==> config.mk <==
export PLATFORM = sky130hd
export DESIGN_NAME = gf_mul_by_0xe_flat
export DESIGN_NICKNAME = d
export VERILOG_FILES = /design/src/rtl/gf_pkg.sv /design/src/rtl/gf_mul_by_0xe_if.sv /design/src/rtl/gf_xtime.sv /design/src/rtl/gf_mul_by_0xe.sv /design/src/flat_wrapper.sv
export SDC_FILE = /design/constraint.sdc
export NUM_CORES = 1
export LEC_CHECK = 0
export BUFFER_PORTS_ARGS = -buffer_cell sky130_fd_sc_hd__buf_2
export CORE_AREA = 3 3 40 42
export CTS_CLUSTER_SIZE = 40
export DETAILED_ROUTE_END_ITERATION = 8
export DIE_AREA = 0 0 43 45
export PLACE_DENSITY_LB_ADDON = 0.08
export SETUP_SLACK_MARGIN = 0.15
export SLEW_MARGIN = 40
export SYNTH_ARGS = -nofsm -noshare
export SYNTH_HDL_FRONTEND = slang
export SYNTH_SLANG_ARGS = --single-unit
==> constraint.sdc <==
create_clock -name Clk -period 0.9 [get_ports Clk]
set_clock_uncertainty 0.2 [all_clocks]
set_input_delay 0.045 -clock Clk [delete_from_list [all_inputs] [get_ports Clk]]
set_output_delay 0.045 -clock Clk [all_outputs]
set_load 0.005 [all_outputs]
==> src/rtl/gf_pkg.sv <==
// Shared GF(2^8) definitions: the AES field, its reduction constant,
// the byte type and the InvMixColumns coefficients.
package gf_pkg;

    typedef logic [7:0] gf_byte_t;

    // Low byte of x^8+x^4+x^3+x+1; the x^8 term is implicit in xtime
    localparam gf_byte_t GF_POLY    = 8'h1B;

    // InvMixColumns coefficients
    localparam gf_byte_t GF_COEF_09 = 8'h09;
    localparam gf_byte_t GF_COEF_0B = 8'h0B;
    localparam gf_byte_t GF_COEF_0D = 8'h0D;
    localparam gf_byte_t GF_COEF_0E = 8'h0E;

    // One xtime power per bit of an 8-bit constant
    localparam int GF_NTERMS = 8;

    // A qualified byte as it moves through a register stage
    typedef struct packed {
        logic     valid;
        gf_byte_t data;
    } gf_beat_t;

endpackage

==> src/rtl/gf_mul_by_0xe_if.sv <==
// Byte stream in / product stream out for the constant multiplier.
// The producer drives InValid/MulIn; the multiplier drives OutValid/MulOut.
interface gf_mul_by_0xe_if;
    import gf_pkg::*;

    logic     InValid;
    gf_byte_t MulIn;
    logic     OutValid;
    gf_byte_t MulOut;

    modport master (
        output InValid,
        output MulIn,
        input  OutValid,
        input  MulOut
    );

    modport slave (
        input  InValid,
        input  MulIn,
        output OutValid,
        output MulOut
    );

endinterface

==> src/rtl/gf_xtime.sv <==
// Combinational multiply-by-x (by 2) in GF(2^8) modulo 0x11B.
module gf_xtime
    import gf_pkg::*;
(
    input  gf_byte_t a_i,
    output gf_byte_t y_o
);

    // Shift left; when x^8 falls off the top, fold it back via the polynomial
    assign y_o = {a_i[6:0], 1'b0} ^ (a_i[7] ? GF_POLY : 8'h00);

endmodule

==> src/rtl/gf_mul_by_0xe.sv <==
// Registered constant multiplier in GF(2^8): MulOut = MulIn * CONST.
// Product = XOR of xtime^k(MulIn) for every set bit k of CONST.
// Latency 1 cycle by default. Define GF_MUL_PIPE2_EN to register the
// selected xtime terms before the final XOR, for a latency of 2 cycles.
// MulOut follows the data every cycle; OutValid alone qualifies it.
module gf_mul_by_0xe
    import gf_pkg::*;
#(
    parameter gf_byte_t CONST = GF_COEF_0E
) (
    input  logic           Clk,
    input  logic           Rst,
    gf_mul_by_0xe_if.slave bus
);

    gf_byte_t                 pow_w [GF_NTERMS];  // pow_w[k] = xtime^k(MulIn)
    gf_byte_t [GF_NTERMS-1:0] term_d;             // powers selected by CONST
    gf_byte_t [GF_NTERMS-1:0] sum_src;            // terms feeding the XOR
    logic                     vld_src;            // valid aligned with sum_src
    gf_beat_t                 out_d, out_q;

    assign pow_w[0] = bus.MulIn;

    // x2, x4, x8: the terms the InvMixColumns coefficients need
    gf_xtime u_x2 (.a_i(pow_w[0]), .y_o(pow_w[1]));
    gf_xtime u_x4 (.a_i(pow_w[1]), .y_o(pow_w[2]));
    gf_xtime u_x8 (.a_i(pow_w[2]), .y_o(pow_w[3]));

    // Higher powers so any 8-bit CONST works; unused ones are trimmed away
    for (genvar k = 4; k < GF_NTERMS; k++) begin : g_hi
        gf_xtime u_xt (.a_i(pow_w[k-1]), .y_o(pow_w[k]));
    end

    // Keep only the powers whose bit is set in CONST
    always_comb begin
        term_d = '0;
        for (int k = 0; k < GF_NTERMS; k++) begin
            term_d[k] = CONST[k] ? pow_w[k] : 8'h00;
        end
    end

`ifdef GF_MUL_PIPE2_EN
    gf_byte_t [GF_NTERMS-1:0] term_q;
    logic                     vld_q;

    // First stage: hold the selected terms; reset drops whatever is in flight
    always_ff @(posedge Clk) begin
        if (Rst) begin
            term_q <= '0;
            vld_q  <= 1'b0;
        end else begin
            term_q <= term_d;
            vld_q  <= bus.InValid;
        end
    end

    assign sum_src = term_q;
    assign vld_src = vld_q;
`else
    assign sum_src = term_d;
    assign vld_src = bus.InValid;
`endif

    // Final XOR of the selected terms, valid travels alongside
    always_comb begin
        out_d       = '0;
        out_d.valid = vld_src;
        for (int k = 0; k < GF_NTERMS; k++) begin
            out_d.data = out_d.data ^ sum_src[k];
        end
    end

    // Output register; reset wins over any input presented on the same edge
    always_ff @(posedge Clk) begin
        if (Rst) begin
            out_q <= '0;
        end else begin
            out_q <= out_d;
        end
    end

    assign bus.MulOut   = out_q.data;
    assign bus.OutValid = out_q.valid;

endmodule

==> src/flat_wrapper.sv <==
// flat-port wrapper written by rule: the top's interface ports become plain ports
module gf_mul_by_0xe_flat import gf_pkg::*;
#(
    parameter gf_byte_t CONST = GF_COEF_0E
)
  (Clk, Rst, bus_InValid, bus_MulIn, bus_OutValid, bus_MulOut);
  gf_mul_by_0xe_if bus_i ();
  input  logic Clk;
  input  logic Rst;
  input wire logic [$bits(bus_i.InValid)-1:0] bus_InValid;
  input wire logic [$bits(bus_i.MulIn)-1:0] bus_MulIn;
  output wire logic [$bits(bus_i.OutValid)-1:0] bus_OutValid;
  output wire logic [$bits(bus_i.MulOut)-1:0] bus_MulOut;
  assign bus_i.InValid = bus_InValid;
  assign bus_i.MulIn = bus_MulIn;
  assign bus_OutValid = bus_i.OutValid;
  assign bus_MulOut = bus_i.MulOut;
  gf_mul_by_0xe #(.CONST(CONST)) u_core (.Clk(Clk), .Rst(Rst), .bus(bus_i));
endmodule
After elaboration in Yosys (flattened, before gate mapping)
Index checks and enable logic that the tools add are counted.

word-level totals
  bits in registers = 9
  logic and storage cells = 10

operators by class
  multiplexer cells = 3
  bitwise logic cells = 5

operator list
  cell              number
  XOR 8 bit         5
  2-to-1 mux 5 bit  3

Logic depth before layout (Yosys ltp)
Gate-level depths: netlist of run 1.

  word-level depth = 7
  gate-level depth with buffers = 4
  mapped depth without buffers = 3

Modules after synthesis
From an unflattened synthesis of run 1, not the netlist that was laid out.

unflattened totals
  cells, all modules = 51
  area, all modules = 591.8 um2

by module, submodules not included
  module         times used  cells an instance  area an instance (um2)  sequential area each (um2)
  gf_mul_by_0xe  1           27                 400.4                   180.2
  gf_xtime       3           8                  63.8                    0.0

Least setup slack after synthesis of run 1
No wires, ideal clock.

  path kind = input to register
  start = in bus_MulIn[5]
  end = reg u_core.out_q (netlist bit u_core.bus.MulOut[6])
  data arrival time = 0.600 ns
  slack = -0.026 ns
  cell stages on the path = 4
  path buffers = 1
  path through = buf_4 > xor2_1 > xor2_1 > nor2_1

on the way
  word-level cells in the longest chain between the ends = 3

ends and longest elaborated chain
  element                 RTL line             RTL
  start, declared         flat_wrapper.sv:11   input wire logic [$bits(bus_i.MulIn)-1:0] bus_MulIn;
  XOR 8 bit               gf_xtime.sv:10       assign y_o = {a_i[6:0], 1'b0} ^ (a_i[7] ? GF_POLY : 8'h00);
  XOR 8 bit (2 in a row)  gf_mul_by_0xe.sv:69  out_d.data = out_d.data ^ sum_src[k];
  end signal, assigned    gf_mul_by_0xe.sv:78  out_q <= out_d;
  end, declared           gf_mul_by_0xe.sv:20  gf_beat_t out_d, out_q;

Every way passes these cells.
A chain may end at the register's enable or synchronous reset.

Worst setup path in the final report of run 1
  start = reg u_core.out_q (netlist bit u_core.bus.MulOut[3])
  end = out bus_MulOut[3]

RTL lines
  element        RTL line            RTL
  end, declared  flat_wrapper.sv:13  output wire logic [$bits(bus_i.MulOut)-1:0] bus_MulOut;

No word-level cell between the ends.

==> impl_metrics.yaml, run 1 <==
outcome:
  status: "finished with violations"
  violations: "negative hold slack, negative setup slack"
die:
  core_sq_mm: 0.00128
  die_area_sq_mm: 0.00194
  die_h_um: 45
  rows: 13
  fp.dieW_um: 43
  io_pins: 20
  initial_core_util_pct: 30.4
layout:
  final_layout_size_suffix_gt1_share_pct: 56.7
  fin_area_sq_um: 662
  n_antenna_cell: 0
  fillers: 132
  layout.cells.non_filler: 82
  syn_to_final_growth_pct: 69.6
  fin_nets: 79
global_route:
  grt_pass1_vias: 297
  grt_pass1_wl_um: 1170
  gr-total-overflow: 0
  grt_max_degree: 10
  antenna_found_initial: 0
  grt_usage_pct: 8.64
clock_tree:
  cts_buffers: 3
  clock_sinks: 9
  clock_path_buffers: 2
  htreeDepth: 1
  clock-root-buffer: "clkbuf_4"
  clkTransAtPathRegs_ns: 0.05
  cts_tree: "done"
power:
  cellPowerDensity_mw_per_mm2: 1530
  combPwrFrac_pct: 27.3
  leakage_nw: 0.321
  peakVddDrop_uv: 518
  p_seq_share_pct: 44.7
  power_frac_clock_pct: 27.9
  p_sw_share_pct: 22.9
  p_int_uw: 782
  p_sw_uw: 232
drt:
  drt_iter0_drc: 4
  vias_per_cell: 4.02
  drcViolationCount: 0
  ant_nets: 0
  finalWirelength_um: 708
  vias: 330
  drtPass1Iterations: 2
  routedWlPerCell_um: 8.63
min_path:
  hold_class: "input port to flop"
  whs_path_depth: 2
  hold_start: "bus_InValid"
  hold_end: "u_core.bus.OutValid$_SDFF_PP0_"
critical_path:
  critPathKind: "flop to primary output"
  cp_data_arrival_time_ns: 0.67
  crit_path_top_delay_cell: "dfxtp_2"
  cp_top_family: "flip-flops"
  cp_num_buf_inv: 1
  cp_cell_sequence: "buf_2"
  critPathRequiredTime_ns: 0.65
  crit_path_end_kind: "primary output"
  critical-path-max-stage-delay_ns: 0.31
  cp-start-kind: "flop"
  path_max_fanout: 1
placement:
  post_dp_cell_area_sq_um: 579
  placedCellCount: 76
  gp_congestion: 0.728
  dp_hpwl_um: 636
  portBuffers: 19
timing:
  setup_viol: 5
  worst_slack_ns: -0.0114
  fin_crit_ns: 0.911
  period_share_pct: 101
  fmax_mhz: 1100
  worstMarginPinSlew_ns: 0.196
  slew_viol_final: 0
  whs_ns: -0.195
  hold_viol_final: 9
  relSlewSlack_pct: 86.9
  rsz0062_at_grt: "true"
synthesis:
  ys_seq_area_share_pct: 46.2
  syn_inst: 38
  synth_warnings: 0
  synth.distinct_cells: 12
  ys_ff_latch: 9
  synth_area_per_cell_sq_um: 10.3
  syn_nets: 49
  synth_area_sq_um: 390
run:
  max_cap_viol_count: 0
[timing repair]
action,CTS,global route
setup buffers,2,0
hold endpoints to repair,9,9
pin swaps,3,1
resized for setup,7,4
endpoints found under the setup margin,10,10
gates cloned,0,0
[cells in the final DEF (no fill, tap or decap)]
cell      synthesis  layout
nor3_1            3       3
buf_12            0       1
xnor2_1           7       4
clkbuf_4          0       3
xnor2_2           0       2
clkbuf_1          1       1
buf_8             0       1
buf_4             1       9
xor3_1            1       1
and2_1            2       2
xnor2_4           0       1
xor2_2            1       1
nor2b_1           1       1
nor2_1            8       8
and2_2            1       1
xor2_4            0       1
dfxtp_2           0       2
dfxtp_1           9       7
buf_2             0      16
xor2_1            3       2
[metal layers]
layer	GRT usage, %	part of all wire [%]
met5	0	0
met4	9.04	0
met3	2.79	15
met2	12.6	48
met1	9.61	37
[area by class of cell]
type	instances	area [sq um]	area share, %
multi-input combinational	27	251	38.0
sequential	9	183	27.6
timing repair buffer	27	183	27.6
clock buffer	4	26.3	3.97
tap	15	18.8	2.84
[kinds of logic (layout without fill, tap and decap cells)]
kind of cell,Yosys count,after routing,share of synthesized area [%]
flops,9,9,46.2
xor+xnor,12,12,32.7
buf+inv,2,31,2.88
simple gates,15,15,18.3
[synthesized netlist by cell type]
| library cell | count | area [sq um] |
|---|---|---|
| dfxtp_1 | 9 | 180 |
| nor3_1 | 3 | 15.0 |
| and2_1 | 2 | 12.5 |
| buf_4 | 1 | 7.51 |
| nor2b_1 | 1 | 6.26 |
| and2_2 | 1 | 7.51 |
| clkbuf_1 | 1 | 3.75 |
| xor3_1 | 1 | 23.8 |
| xnor2_1 | 7 | 61.3 |
| nor2_1 | 8 | 30.0 |
| xor2_2 | 1 | 16.3 |
| xor2_1 | 3 | 26.3 |
[registers in the layout (all words and copies together) (netlist names)]
signal,flops
u_core.bus.MulOut,8
u_core.bus.OutValid,1
[stage by stage]
step / setup TNS, ns / hold slack (ns) / power (mW) / worst slack [ns] / util (%)
2_1_floorplan: 0 / -0.0268 / 0.602 / 0.0173 / -
3_3_place_gp: -0.391 / 0.0536 / 0.706 / -0.155 / 45.1
3_5_place_dp: -0.481 / 0.0617 / 0.712 / -0.192 / 45.1
4_1_cts: -0.130 / -0.203 / 1.03 / -0.0205 / 50.6
5_1_grt: -0.271 / -0.201 / 1.08 / -0.0488 / 51.5
6_report: -0.0277 / -0.195 / 1.01 / -0.0114 / 51.5
[power groups by stage]
stage / clock network (mW) / logic [mW] / registers (mW)
floorplan: 0 / 0.135 / 0.467
global placement: 0 / 0.248 / 0.458
detailed placement: 0 / 0.251 / 0.461
CTS: 0.301 / 0.277 / 0.452
global route: 0.317 / 0.301 / 0.458
finish: 0.283 / 0.277 / 0.454
[worst max path at each step]
stage / startpoint / to / slack [ns] / cells after the start
6_report: u_core.bus.MulOut[3]$_SDFF_PP0_ / bus_MulOut[3] / -0.01 / 1
3_5_place_dp: bus_MulIn[0] / u_core.bus.MulOut[3]$_SDFF_PP0_ / -0.19 / 4
2_1_floorplan: bus_MulIn[0] / u_core.bus.MulOut[3]$_SDFF_PP0_ / 0.02 / 3
5_1_grt: u_core.bus.MulOut[3]$_SDFF_PP0_ / bus_MulOut[3] / -0.05 / 1
3_3_place_gp: bus_MulIn[0] / u_core.bus.MulOut[3]$_SDFF_PP0_ / -0.15 / 4
4_1_cts: u_core.bus.MulOut[5]$_SDFF_PP0_ / bus_MulOut[5] / -0.02 / 1
(Power assumes the default switching activity.)
==> run 2, diff against run 1 <==
--- a/config.mk
+++ b/config.mk
@@ -6,13 +6,14 @@
 export NUM_CORES = 1
 export LEC_CHECK = 0
 export BUFFER_PORTS_ARGS = -buffer_cell sky130_fd_sc_hd__buf_2
-export CORE_AREA = 3 3 40 42
+export CORE_MARGIN = 3
+export CORE_UTILIZATION = 42
 export CTS_CLUSTER_SIZE = 40
 export DETAILED_ROUTE_END_ITERATION = 8
-export DIE_AREA = 0 0 43 45
 export PLACE_DENSITY_LB_ADDON = 0.08
 export SETUP_SLACK_MARGIN = 0.15
 export SLEW_MARGIN = 40
 export SYNTH_ARGS = -nofsm -noshare
 export SYNTH_HDL_FRONTEND = slang
+export SYNTH_HIERARCHICAL = 1
 export SYNTH_SLANG_ARGS = --single-unit
==> run 2 against run 1 <==
  * The run still ends with negative hold slack, negative setup slack left
  * Global-route usage up 2.7 points
  * Sequential power increased by 4.6%
  * Clock-buffer cell count did not move
  * Fmax decreased by 9.6%
  * Power up 25%
  * Hold slack better by 0.0093 ns
  * Cell area rose by 33%
  * Critical endpoint is now u_core/bus.MulOut[4]$_SDFF_PP0_
==> impl_metrics.yaml, run 2 <==
layout:
  n_antenna_cell: 0
  multi_input_comb_area_sq_um: 385
  final_util_pct: 72.6
  regArea_sq_um: 183
  fin_nets: 85
  final_common_cell: "buf_2"
  syn_to_final_growth_pct: 49.3
  layout_common_cells: "buf_2 (14), buf_4 (12), xnor3_1 (8), nor2_1 (8), dfxtp_1 (7)"
  fillers: 92
  largest_reg_flops: 8
  fin_area_sq_um: 883
  final_layout_size_suffix_gt1_share_pct: 61.6
global_route:
  grt_pass1_vias: 379
  grt_max_degree: 10
  grt_usage_pct: 11.3
  gr-total-overflow: 0
  antenna_found_initial: 0
  grt_pass1_wl_um: 1630
synthesis:
  synth_common_cells: "buf_4 (15), dfxtp_1 (9), xor2_1 (9)"
  synthSimpleGateAreaFrac_pct: 6.13
  yosys-top-cells-area: "dfxtp_1 (30%), xnor3_1 (30%), buf_4 (19%)"
  yosys.area.top_type: "dfxtp_1"
  synth.distinct_cells: 7
  synthMuxAreaShare_pct: 0
  syn_inst: 51
  synth_top_family_by_area: "XOR/XNOR gates"
  ys_ff_latch: 9
  synth_area_sq_um: 592
  synth_edf_count: 0
  synth_warnings: 6
  synthAdderAreaFrac_pct: 0
  async_flop_share_pct: 0
  yosys.area_share.xor_xnor_pct: 43.8
  syn_nets: 62
  ys_seq_area_share_pct: 30.4
  synthFlopType: "dfxtp_1"
  synth_top_area_share_pct: 30.4
  synth_compound_area_share_pct: 0
  post-synth-top-count-cell: "buf_4"
  synth_area_per_cell_sq_um: 11.6
run:
  max_cap_viol_count: 0
power:
  p_total_mw: 1.27
  leakage_nw: 0.464
  cellPowerDensity_mw_per_mm2: 1440
  peakVddDrop_uv: 1010
die:
  core_sq_mm: 0.00122
  die_h_um: 43.5
  rows: 12
  io_pins: 20
  die_area_sq_mm: 0.00190
  initial_core_util_pct: 48.7
  fp.dieW_um: 43.5
drt:
  finalWirelength_um: 1000
  vias: 372
  drt_iter0_drc: 4
  routedWlPerCell_um: 11.5
  drcViolationCount: 0
  drtPass1Iterations: 3
  ant_nets: 0
  vias_per_cell: 4.28
timing:
  worst_slack_ns: -0.108
  rsz0062_at_grt: "true"
  worstMarginPinSlew_ns: 0.182
  whs_ns: -0.186
  fin_crit_ns: 1.01
  slew_viol_final: 0
  hold_viol_final: 9
  fmax_mhz: 992
  period_share_pct: 112
  relSlewSlack_pct: 87.8
  setup_viol: 10
outcome:
  violations: "negative hold slack, negative setup slack"
  status: "finished with violations"
critical_path:
  cp_num_buf_inv: 1
  critPathRequiredTime_ns: 0.89
  crit_path_top_delay_cell: "xnor3_1"
  crit_path_end_kind: "flop"
  cp_top_family: "XOR/XNOR gates"
  cp_data_arrival_time_ns: 0.99
  critPathKind: "input port to flop"
  cp_cell_sequence: "buf_8 > xor2_4 > xor2_1 > xnor3_1 > nor2_1"
  cp-start-kind: "input port"
  path_max_fanout: 2
  critical-path-max-stage-delay_ns: 0.40
placement:
  dpl_worst_slack_ns: -0.504
  gp_congestion: 0.671
  post_dp_cell_area_sq_um: 716
  dp_hpwl_um: 796
  portBuffers: 19
clock_tree:
  cts_tree: "done"
  clock_sinks: 9
  clock_path_buffers: 2
  htreeDepth: 1
  clock-root-buffer: "clkbuf_4"
  cts_buffers: 3
  clkTransAtPathRegs_ns: 0.05
min_path:
  hold_class: "input port to flop"
==> run 2: through the flow <==
stage	cells	hold slack, ns	setup TNS [ns]
final	87	-0.186	-0.392
after global routing	87	-0.166	-0.895
after CTS	84	-0.203	-0.540
after detailed placement	78	0.0596	-3.01
after global placement	78	0.0611	-2.72
after floorplan	51	-0.0268	-1.22
==> run 2: timing repair <==
action                                  in CTS  in global routing
pin swaps                                    8                  4
endpoints found under the setup margin      17                 17
hold endpoints to repair                     9                  9
setup buffers                                2                  3
gates resized for setup                     17                  7
==> run 2: worst paths after layout <==
check    startpoint                              end  slack [ns]  depth (start not counted)
max    bus_MulIn[1]  u_core/bus.MulOut[4]$_SDFF_PP0_       -0.11                          5
min     bus_InValid   u_core/bus.OutValid$_SDFF_PP0_       -0.19                          2
==> run 2: kinds of logic (layout without fill, tap and decap cells) <==
group         after synthesis  count (layout)
xor+xnor                   17              17
buf+inv                    16              38
flops                       9               9
simple gates                9               9
==> run 2: where the power goes <==
part	switching, mW	internal [mW]
Clock	0.118	0.169
Sequential	0.0121	0.463
Combinational	0.178	0.331
Total	0.308	0.963
==> run 2: layout make-up <==
class	instances	share of cell area (%)
Multi-Input combinational cell	26	43.6
Timing Repair Buffer	34	30.7
Sequential cell	9	20.7
Clock buffer	4	2.97
Tap cell	14	1.98
==> run 2: routing by layer <==
layer  global-route usage, %  share of wire [%]  vias to the layer above
li1                        -                  -                      185
met1                    13.2                 38                      178
met2                    19.5                 57                        9
met3                    2.49                5.2                        0
met4                    5.42                  0                        0
met5                       0                  0                        -
